===== src/rtl/ctrl_contador_pkg.sv =====
// Shared types and constants for the 16-bit counter sequencer.
package ctrl_contador_pkg;

   localparam int ANCHO_DEF     = 16;
   localparam int ANCHO_RCO_DEF = 8;

   typedef enum logic [1:0] {
      IDLE   = 2'd0,
      CARGA  = 2'd1,
      CUENTA = 2'd2,
      FIN    = 2'd3
   } estado_t;

   localparam logic [1:0] MODO_ARRIBA = 2'b00;
   localparam logic [1:0] MODO_ABAJO  = 2'b01;
   localparam logic [1:0] MODO_ABAJO3 = 2'b10;
   localparam logic [1:0] MODO_CARGA  = 2'b11;

   // Parallel load is reserved for the sequencer itself, never a count mode.
   function automatic logic modo_valido(input logic [1:0] modo);
      return modo != MODO_CARGA;
   endfunction

endpackage


===== src/rtl/controlador_contador16_if.sv =====
// Command/status bus between the test/control logic and the sequencer.
interface controlador_contador16_if
   import ctrl_contador_pkg::*;
#(
   parameter int ANCHO     = ANCHO_DEF,
   parameter int ANCHO_RCO = ANCHO_RCO_DEF
) ();

   logic                 START;
   logic                 ABORT;
   logic [1:0]           MODO_REQ;
   logic [ANCHO-1:0]     VALOR_INI;
   logic [ANCHO-1:0]     N_CICLOS;
   logic                 BUSY;
   logic                 DONE;
   logic                 ERR;
   logic [ANCHO_RCO-1:0] N_RCO;
   logic [ANCHO-1:0]     RESULTADO;

   modport master (
      output START, ABORT, MODO_REQ, VALOR_INI, N_CICLOS,
      input  BUSY, DONE, ERR, N_RCO, RESULTADO
   );

   modport slave (
      input  START, ABORT, MODO_REQ, VALOR_INI, N_CICLOS,
      output BUSY, DONE, ERR, N_RCO, RESULTADO
   );

endinterface


===== src/rtl/cont_restante.sv =====
// Remaining-cycles down-counter: loaded at command accept, decremented in CUENTA.
module cont_restante #(
   parameter int ANCHO = 16
) (
   input  logic             clk,
   input  logic             rst,
   input  logic             carga,
   input  logic [ANCHO-1:0] valor,
   input  logic             dec,
   output logic             ultimo,
   output logic             cero
);

   localparam logic [ANCHO-1:0] UNO = {{(ANCHO-1){1'b0}}, 1'b1};

   logic [ANCHO-1:0] cnt_q;
   logic [ANCHO-1:0] cnt_d;

   // Load has priority; decrement stops at zero so the count never wraps.
   always_comb begin
      cnt_d = cnt_q;
      if (carga) begin
         cnt_d = valor;
      end else if (dec && (cnt_q != '0)) begin
         cnt_d = cnt_q - UNO;
      end
   end

   // Count register.
   always_ff @(posedge clk or posedge rst) begin
      if (rst) cnt_q <= '0;
      else     cnt_q <= cnt_d;
   end

   assign ultimo = (cnt_q == UNO);
   assign cero   = (cnt_q == '0);

endmodule


===== src/rtl/controlador_contador16.sv =====
// Sequencer for the 16-bit up/down/load counter: load, count N cycles,
// tally RCO, capture the final value.
//
//   state  | meaning
//   IDLE   | waiting for START, counter disabled
//   CARGA  | one-cycle parallel load of the start value
//   CUENTA | counting in the requested mode for N_CICLOS cycles
//   FIN    | counter frozen, DONE pulse, result captured on exit
module controlador_contador16
   import ctrl_contador_pkg::*;
#(
   parameter int ANCHO     = ANCHO_DEF,
   parameter int ANCHO_RCO = ANCHO_RCO_DEF
) (
   input  logic                       CLK,
   input  logic                       RESET,
   controlador_contador16_if.slave    bus,
   input  logic                       RCO,
   input  logic [ANCHO-1:0]           salida,
   output logic                       ENB,
   output logic [1:0]                 MODO,
   output logic [ANCHO-1:0]           entrada
);

   localparam logic [ANCHO_RCO-1:0] UNO_RCO = {{(ANCHO_RCO-1){1'b0}}, 1'b1};

   estado_t              state_q, state_d;
   logic [1:0]           modo_req_q, modo_req_d;
   logic                 enb_q, enb_d;
   logic [1:0]           modo_q, modo_d;
   logic [ANCHO-1:0]     entrada_q, entrada_d;
   logic                 busy_q, busy_d;
   logic                 done_q, done_d;
   logic                 err_q, err_d;
   logic [ANCHO_RCO-1:0] n_rco_q, n_rco_d;
   logic [ANCHO-1:0]     resultado_q, resultado_d;

   logic rest_carga;
   logic rest_dec;
   logic rest_ultimo;
   logic rest_cero;

   // Remaining cycles are loaded straight from the command so CARGA can test for zero.
   cont_restante #(.ANCHO(ANCHO)) u_restante (
      .clk    (CLK),
      .rst    (RESET),
      .carga  (rest_carga),
      .valor  (bus.N_CICLOS),
      .dec    (rest_dec),
      .ultimo (rest_ultimo),
      .cero   (rest_cero)
   );

   // Next state and next value of every registered output.
   always_comb begin
      state_d     = state_q;
      modo_req_d  = modo_req_q;
      enb_d       = 1'b0;
      modo_d      = MODO_ARRIBA;
      entrada_d   = entrada_q;
      busy_d      = 1'b0;
      done_d      = 1'b0;
      err_d       = 1'b0;
      n_rco_d     = n_rco_q;
      resultado_d = resultado_q;
      rest_carga  = 1'b0;
      rest_dec    = 1'b0;

      case (state_q)
         IDLE: begin
            if (bus.START) begin
               if (!modo_valido(bus.MODO_REQ)) begin
                  err_d = 1'b1;
               end else begin
                  state_d    = CARGA;
                  modo_req_d = bus.MODO_REQ;
                  entrada_d  = bus.VALOR_INI;
                  enb_d      = 1'b1;
                  modo_d     = MODO_CARGA;
                  busy_d     = 1'b1;
                  n_rco_d    = '0;
                  rest_carga = 1'b1;
               end
            end
         end
         CARGA: begin
            if (bus.ABORT) begin
               state_d = IDLE;
            end else if (rest_cero) begin
               state_d = FIN;
               done_d  = 1'b1;
            end else begin
               state_d = CUENTA;
               enb_d   = 1'b1;
               modo_d  = modo_req_q;
               busy_d  = 1'b1;
            end
         end
         CUENTA: begin
            rest_dec = 1'b1;
            // The counter advances on this edge even when aborting, so its RCO counts.
            if (RCO && (n_rco_q != '1)) begin
               n_rco_d = n_rco_q + UNO_RCO;
            end
            if (bus.ABORT) begin
               state_d = IDLE;
            end else if (rest_ultimo) begin
               state_d = FIN;
               done_d  = 1'b1;
            end else begin
               enb_d  = 1'b1;
               modo_d = modo_req_q;
               busy_d = 1'b1;
            end
         end
         FIN: begin
            state_d     = IDLE;
            resultado_d = salida;
         end
         default: state_d = IDLE;
      endcase
   end

   // State and output registers.
   always_ff @(posedge CLK or posedge RESET) begin
      if (RESET) begin
         state_q     <= IDLE;
         modo_req_q  <= MODO_ARRIBA;
         enb_q       <= 1'b0;
         modo_q      <= MODO_ARRIBA;
         entrada_q   <= '0;
         busy_q      <= 1'b0;
         done_q      <= 1'b0;
         err_q       <= 1'b0;
         n_rco_q     <= '0;
         resultado_q <= '0;
      end else begin
         state_q     <= state_d;
         modo_req_q  <= modo_req_d;
         enb_q       <= enb_d;
         modo_q      <= modo_d;
         entrada_q   <= entrada_d;
         busy_q      <= busy_d;
         done_q      <= done_d;
         err_q       <= err_d;
         n_rco_q     <= n_rco_d;
         resultado_q <= resultado_d;
      end
   end

   assign ENB           = enb_q;
   assign MODO          = modo_q;
   assign entrada       = entrada_q;
   assign bus.BUSY      = busy_q;
   assign bus.DONE      = done_q;
   assign bus.ERR       = err_q;
   assign bus.N_RCO     = n_rco_q;
   assign bus.RESULTADO = resultado_q;

endmodule


===== src/flat_wrapper.sv =====
// flat-port wrapper written by rule: the top's interface ports become plain ports
module controlador_contador16_flat import ctrl_contador_pkg::*;
#(
   parameter int ANCHO     = ANCHO_DEF,
   parameter int ANCHO_RCO = ANCHO_RCO_DEF
)
  (CLK, RESET, RCO, salida, ENB, MODO, entrada, bus_START, bus_ABORT, bus_MODO_REQ, bus_VALOR_INI, bus_N_CICLOS, bus_BUSY, bus_DONE, bus_ERR, bus_N_RCO, bus_RESULTADO);
  controlador_contador16_if #(.ANCHO(ANCHO), .ANCHO_RCO(ANCHO_RCO)) bus_i ();
  input  logic CLK;
  input  logic RESET;
  input  logic RCO;
  input  logic [ANCHO-1:0] salida;
  output logic ENB;
  output logic [1:0] MODO;
  output logic [ANCHO-1:0] entrada;
  input wire logic [$bits(bus_i.START)-1:0] bus_START;
  input wire logic [$bits(bus_i.ABORT)-1:0] bus_ABORT;
  input wire logic [$bits(bus_i.MODO_REQ)-1:0] bus_MODO_REQ;
  input wire logic [$bits(bus_i.VALOR_INI)-1:0] bus_VALOR_INI;
  input wire logic [$bits(bus_i.N_CICLOS)-1:0] bus_N_CICLOS;
  output wire logic [$bits(bus_i.BUSY)-1:0] bus_BUSY;
  output wire logic [$bits(bus_i.DONE)-1:0] bus_DONE;
  output wire logic [$bits(bus_i.ERR)-1:0] bus_ERR;
  output wire logic [$bits(bus_i.N_RCO)-1:0] bus_N_RCO;
  output wire logic [$bits(bus_i.RESULTADO)-1:0] bus_RESULTADO;
  assign bus_i.START = bus_START;
  assign bus_i.ABORT = bus_ABORT;
  assign bus_i.MODO_REQ = bus_MODO_REQ;
  assign bus_i.VALOR_INI = bus_VALOR_INI;
  assign bus_i.N_CICLOS = bus_N_CICLOS;
  assign bus_BUSY = bus_i.BUSY;
  assign bus_DONE = bus_i.DONE;
  assign bus_ERR = bus_i.ERR;
  assign bus_N_RCO = bus_i.N_RCO;
  assign bus_RESULTADO = bus_i.RESULTADO;
  controlador_contador16 #(.ANCHO(ANCHO), .ANCHO_RCO(ANCHO_RCO)) u_core (.CLK(CLK), .RESET(RESET), .bus(bus_i), .RCO(RCO), .salida(salida), .ENB(ENB), .MODO(MODO), .entrada(entrada));
endmodule

===== config.mk =====
export PLATFORM = sky130hd
export DESIGN_NAME = controlador_contador16_flat
export DESIGN_NICKNAME = d
export VERILOG_FILES = /design/src/rtl/ctrl_contador_pkg.sv /design/src/rtl/controlador_contador16_if.sv /design/src/rtl/cont_restante.sv /design/src/rtl/controlador_contador16.sv /design/src/flat_wrapper.sv
export SDC_FILE = /design/constraint.sdc
export NUM_CORES = 1
export LEC_CHECK = 0
export CAP_MARGIN = 40
export CORE_UTILIZATION = 51
export CTS_CLUSTER_SIZE = 10
export DETAILED_ROUTE_END_ITERATION = 10
export PLACE_DENSITY = 0.95
export SYNTH_ARGS = -nofsm -noshare
export SYNTH_HDL_FRONTEND = slang
export SYNTH_HIERARCHICAL = 1
export SYNTH_SLANG_ARGS = --single-unit

===== constraint.sdc =====
create_clock -name CLK -period 6.17 [get_ports CLK]
set_input_delay 0.617 -clock CLK [delete_from_list [all_inputs] [get_ports CLK]]
set_output_delay 0.617 -clock CLK [all_outputs]
set_load 0.05 [all_outputs]

==> qor.csv <==
stage;metric;value;unit
run_status;status;finished, final reports clean;
die;ioPinCount;101;
setup_path;crit_type;in -> reg;
sta;setup_tns;0;ns
placed_design;dpl.cell_count;482;
logic_synthesis;synth_cells;321;
die;die_y;82.28;um
clock_network;h-tree-depth;3;
drt;routed_wl;8104;um
drt;drt-initial-drc-count;120;
clock_network;clkSlewWorstSetupHoldPaths;0.07;ns
logic_synthesis;synth_area_leaders;dfrtp_1 (49%), nand2_1 (6.7%), mux2_2 (5.5%);
global_route;grt_overflow;0;
logic_synthesis;yosysTopAreaCell;dfrtp_1;
finish;stdcell_area;0.004501;mm^2
global_route;antenna_found_initial;0;
finish;postLayoutCoreUtil;0.7426;
clock_network;cts_buffer_depth;2;
placed_design;dp_hpwl;5903;um
setup_path;cp-start-kind;input port;
drt;viasPerCell;5.805;
setup_path;required;6.41;ns
sta;finalSetupViolations;0;
sta;worst_slew_pin_slew;0.9261;ns
drt;wl_per_cell;16.27;um
logic_synthesis;seq_area_frac_synth;0.4949;
die;dieWidth;82.28;um
clock_network;cts_tree;built;
logic_synthesis;syn-cell-area;0.003287;mm^2
die;start_util;0.5423;
finish;n_antenna_cell;0;
global_route;grt_max_degree;47;
finish;final_nets;480;
finish;drive_above_1_share;0.1087;
logic_synthesis;syn_nets;383;
clock_network;numCtsBuffers;9;
drt;vias;2891;
global_route;grt_pass1_vias;2773;
die;fp.dieArea;0.006770;mm^2
die;coreArea;0.006061;mm^2
placed_design;routabilityCongestion;0.9574;
global_route;track_usage;0.2520;
finish;areaGrowthSynthToFinish;36.92;%
logic_synthesis;synth_edf_count;0;
logic_synthesis;synth.distinct_cells;62;
pwr;ir_drop;0.0004077;V
sta;min_period_over_period;0.4902;
logic_synthesis;ys_warn_count;6;
setup_path;critPathArrivalTime;3.26;ns
sta;min_period;3.024;ns
finish;fin_cells;498;
drt;drc;0;
clock_network;cts_resized;0;
logic_synthesis;synth_flop_cell;dfrtp_1;
sta;rsz0062_at_grt;false;
sta;finalHoldViolations;0;
clock_network;hold_buffers;0;
global_route;grt_pass1_wl;12700;um
drt;firstDrtPassIters;4;
setup_path;worstSetupEndpointType;register;
clock_network;cts.sink_count;65;
logic_synthesis;yosys.area.top_type_share;0.4949;
placed_design;place_area;0.004297;mm^2
worst_hold_path;hold_class;reg -> reg;
clock_network;root_buffer;clkbuf_8;
sta;slew_viol_final;0;
logic_synthesis;avgSynthCellArea;10.24;um^2
setup_path;worst-path-max-fanout;46;
clock_network;clk_latency;0.35;ns
pwr;power.leakage;0.001909;uW
flow_run;max-cap-violations;0;
die;row_count;28;
sta;worst_clock_skew;0.003364;ns
clock_network;post_cts_buffers;0;
sta;slew_headroom;0.3826;
sta;fmax;330.6;MHz
placed_design;portBuffers;100;
pwr;p_per_area;496.6;mW/mm^2
logic_synthesis;synth-seq-cells;65;
drt;ant_nets;0;
logic_synthesis;synthArstFlopShare;1.000;
## layout make-up
cell class                      count  area (um^2)
Fill cell                         413         1560
Clock inverter                      7        80.08
Sequential cell                    65         1627
Inverter                           11        41.29
Timing Repair Buffer              101         1021
Tap cell                           75        93.84
Clock buffer                        9        123.9
Multi-Input combinational cell    230         1514
## per-layer routing
metal  global-route usage  vias up  share of wire
met1               0.3034     1411           0.40
met2               0.4331      109           0.52
met3              0.05604       11          0.068
li1                     -     1360              -
met4               0.1070        0          0.015
met5                    0        -              0
## through the flow
stage	power, uW	hold slack, ns	setup slack (ns)
after CTS	2243	0.4877	3.143
after global routing	2352	0.5172	2.841
after detailed placement	1869	0.4688	2.788
final	2235	0.4800	3.146
after global placement	1817	0.4582	2.883
after floorplan	1506	0.4646	3.863
## path summary, 6_finish.rpt
| kind | startpoint | to | slack, ns | cells after the start |
|---|---|---|---|---|
| min | u_core/entrada[1] | u_core/entrada[1] | 0.48 | 2 |
| min reg2reg | u_core/entrada[1] | u_core/entrada[1] | 0.48 | 2 |
| max reg2reg | u_core/state_q[1] | u_core/u_restante/cnt_q[9] | 3.25 | 7 |
| max | bus_START | u_core/u_restante/cnt_q[9] | 3.15 | 7 |
| max in group asynchronous | RESET | u_core/u_restante/cnt_q[3] | 5.07 | 2 |
| min in group asynchronous | RESET | u_core/entrada[8] | 0.53 | 2 |
## report_power, final
group / internal, uW / switching (uW)
Combinational: 413 / 718
Sequential: 600 / 135
Clock: 190 / 179
## cell usage in the layout, fill, tap and decap left out, drive strengths merged, types with 2 or more instances in the layout
cell / netlist / routed
a211o: 3 / 3
a21boi: 2 / 2
a21o: 2 / 2
a21oi: 10 / 10
a221o: 3 / 3
a22o: 2 / 2
a2bb2oi: 5 / 5
a31oi: 6 / 6
a41oi: 2 / 2
and2: 3 / 3
and3: 3 / 3
clkbuf: 9 / 9
clkdlybuf4s50: 0 / 100
clkinv: 0 / 4
dfrtp: 65 / 65
ha: 7 / 7
inv: 11 / 12
mux2: 16 / 16
mux2i: 2 / 2
nand2: 60 / 60
nand2b: 5 / 5
nand3: 10 / 10
nand4: 5 / 5
nand4b: 2 / 2
nor2: 20 / 20
nor2b: 2 / 2
nor3: 5 / 5
nor3b: 3 / 3
nor4: 6 / 6
o21a: 4 / 4
o21ai: 6 / 6
o31ai: 2 / 2
o41ai: 5 / 5
or3: 7 / 7
or4: 3 / 3
or4b: 2 / 2
## cell usage after synthesis, drive strengths merged (3+ instances only)
cell type	instances
buf	6
clkbuf	9
a21oi	10
inv	11
or4	3
nor2	20
o41ai	5
nand2b	5
a2bb2oi	5
mux2	16
nor4	6
a221o	3
o21a	4
nor3b	3
and3	3
nor3	5
dfrtp	65
a211o	3
a31oi	6
nand4	5
and2	3
nand3	10
nand2	60
o21ai	6
or3	7
ha	7
## flip-flops by register name, summed over array words and instances, names as in the netlist
signal	flops
u_core/bus.N_RCO	8
u_core/entrada	16
u_core/MODO	2
u_core/modo_req_q	2
u_core/state_q	2
u_core/u_restante/cnt_q	16
u_core/bus.ERR	1
u_core/bus.DONE	1
u_core/bus.BUSY	1
u_core/bus.RESULTADO	16
## cells by family after synthesis
family          synth area share
buf+inv                  0.04453
simple gates              0.2314
compound gates            0.1416
fa+ha+maj                0.02665
mux                      0.06091
flops                     0.4949
## critical path: stages
cell             delay [ns]
clkdlybuf4s50_1        0.48
a21boi_2               0.31
nand2_2                0.29
inv_2                  0.61
inv_1                  0.43
o311a_1                0.24
a211o_1                0.26
Power figures use the tool's default switching activity.
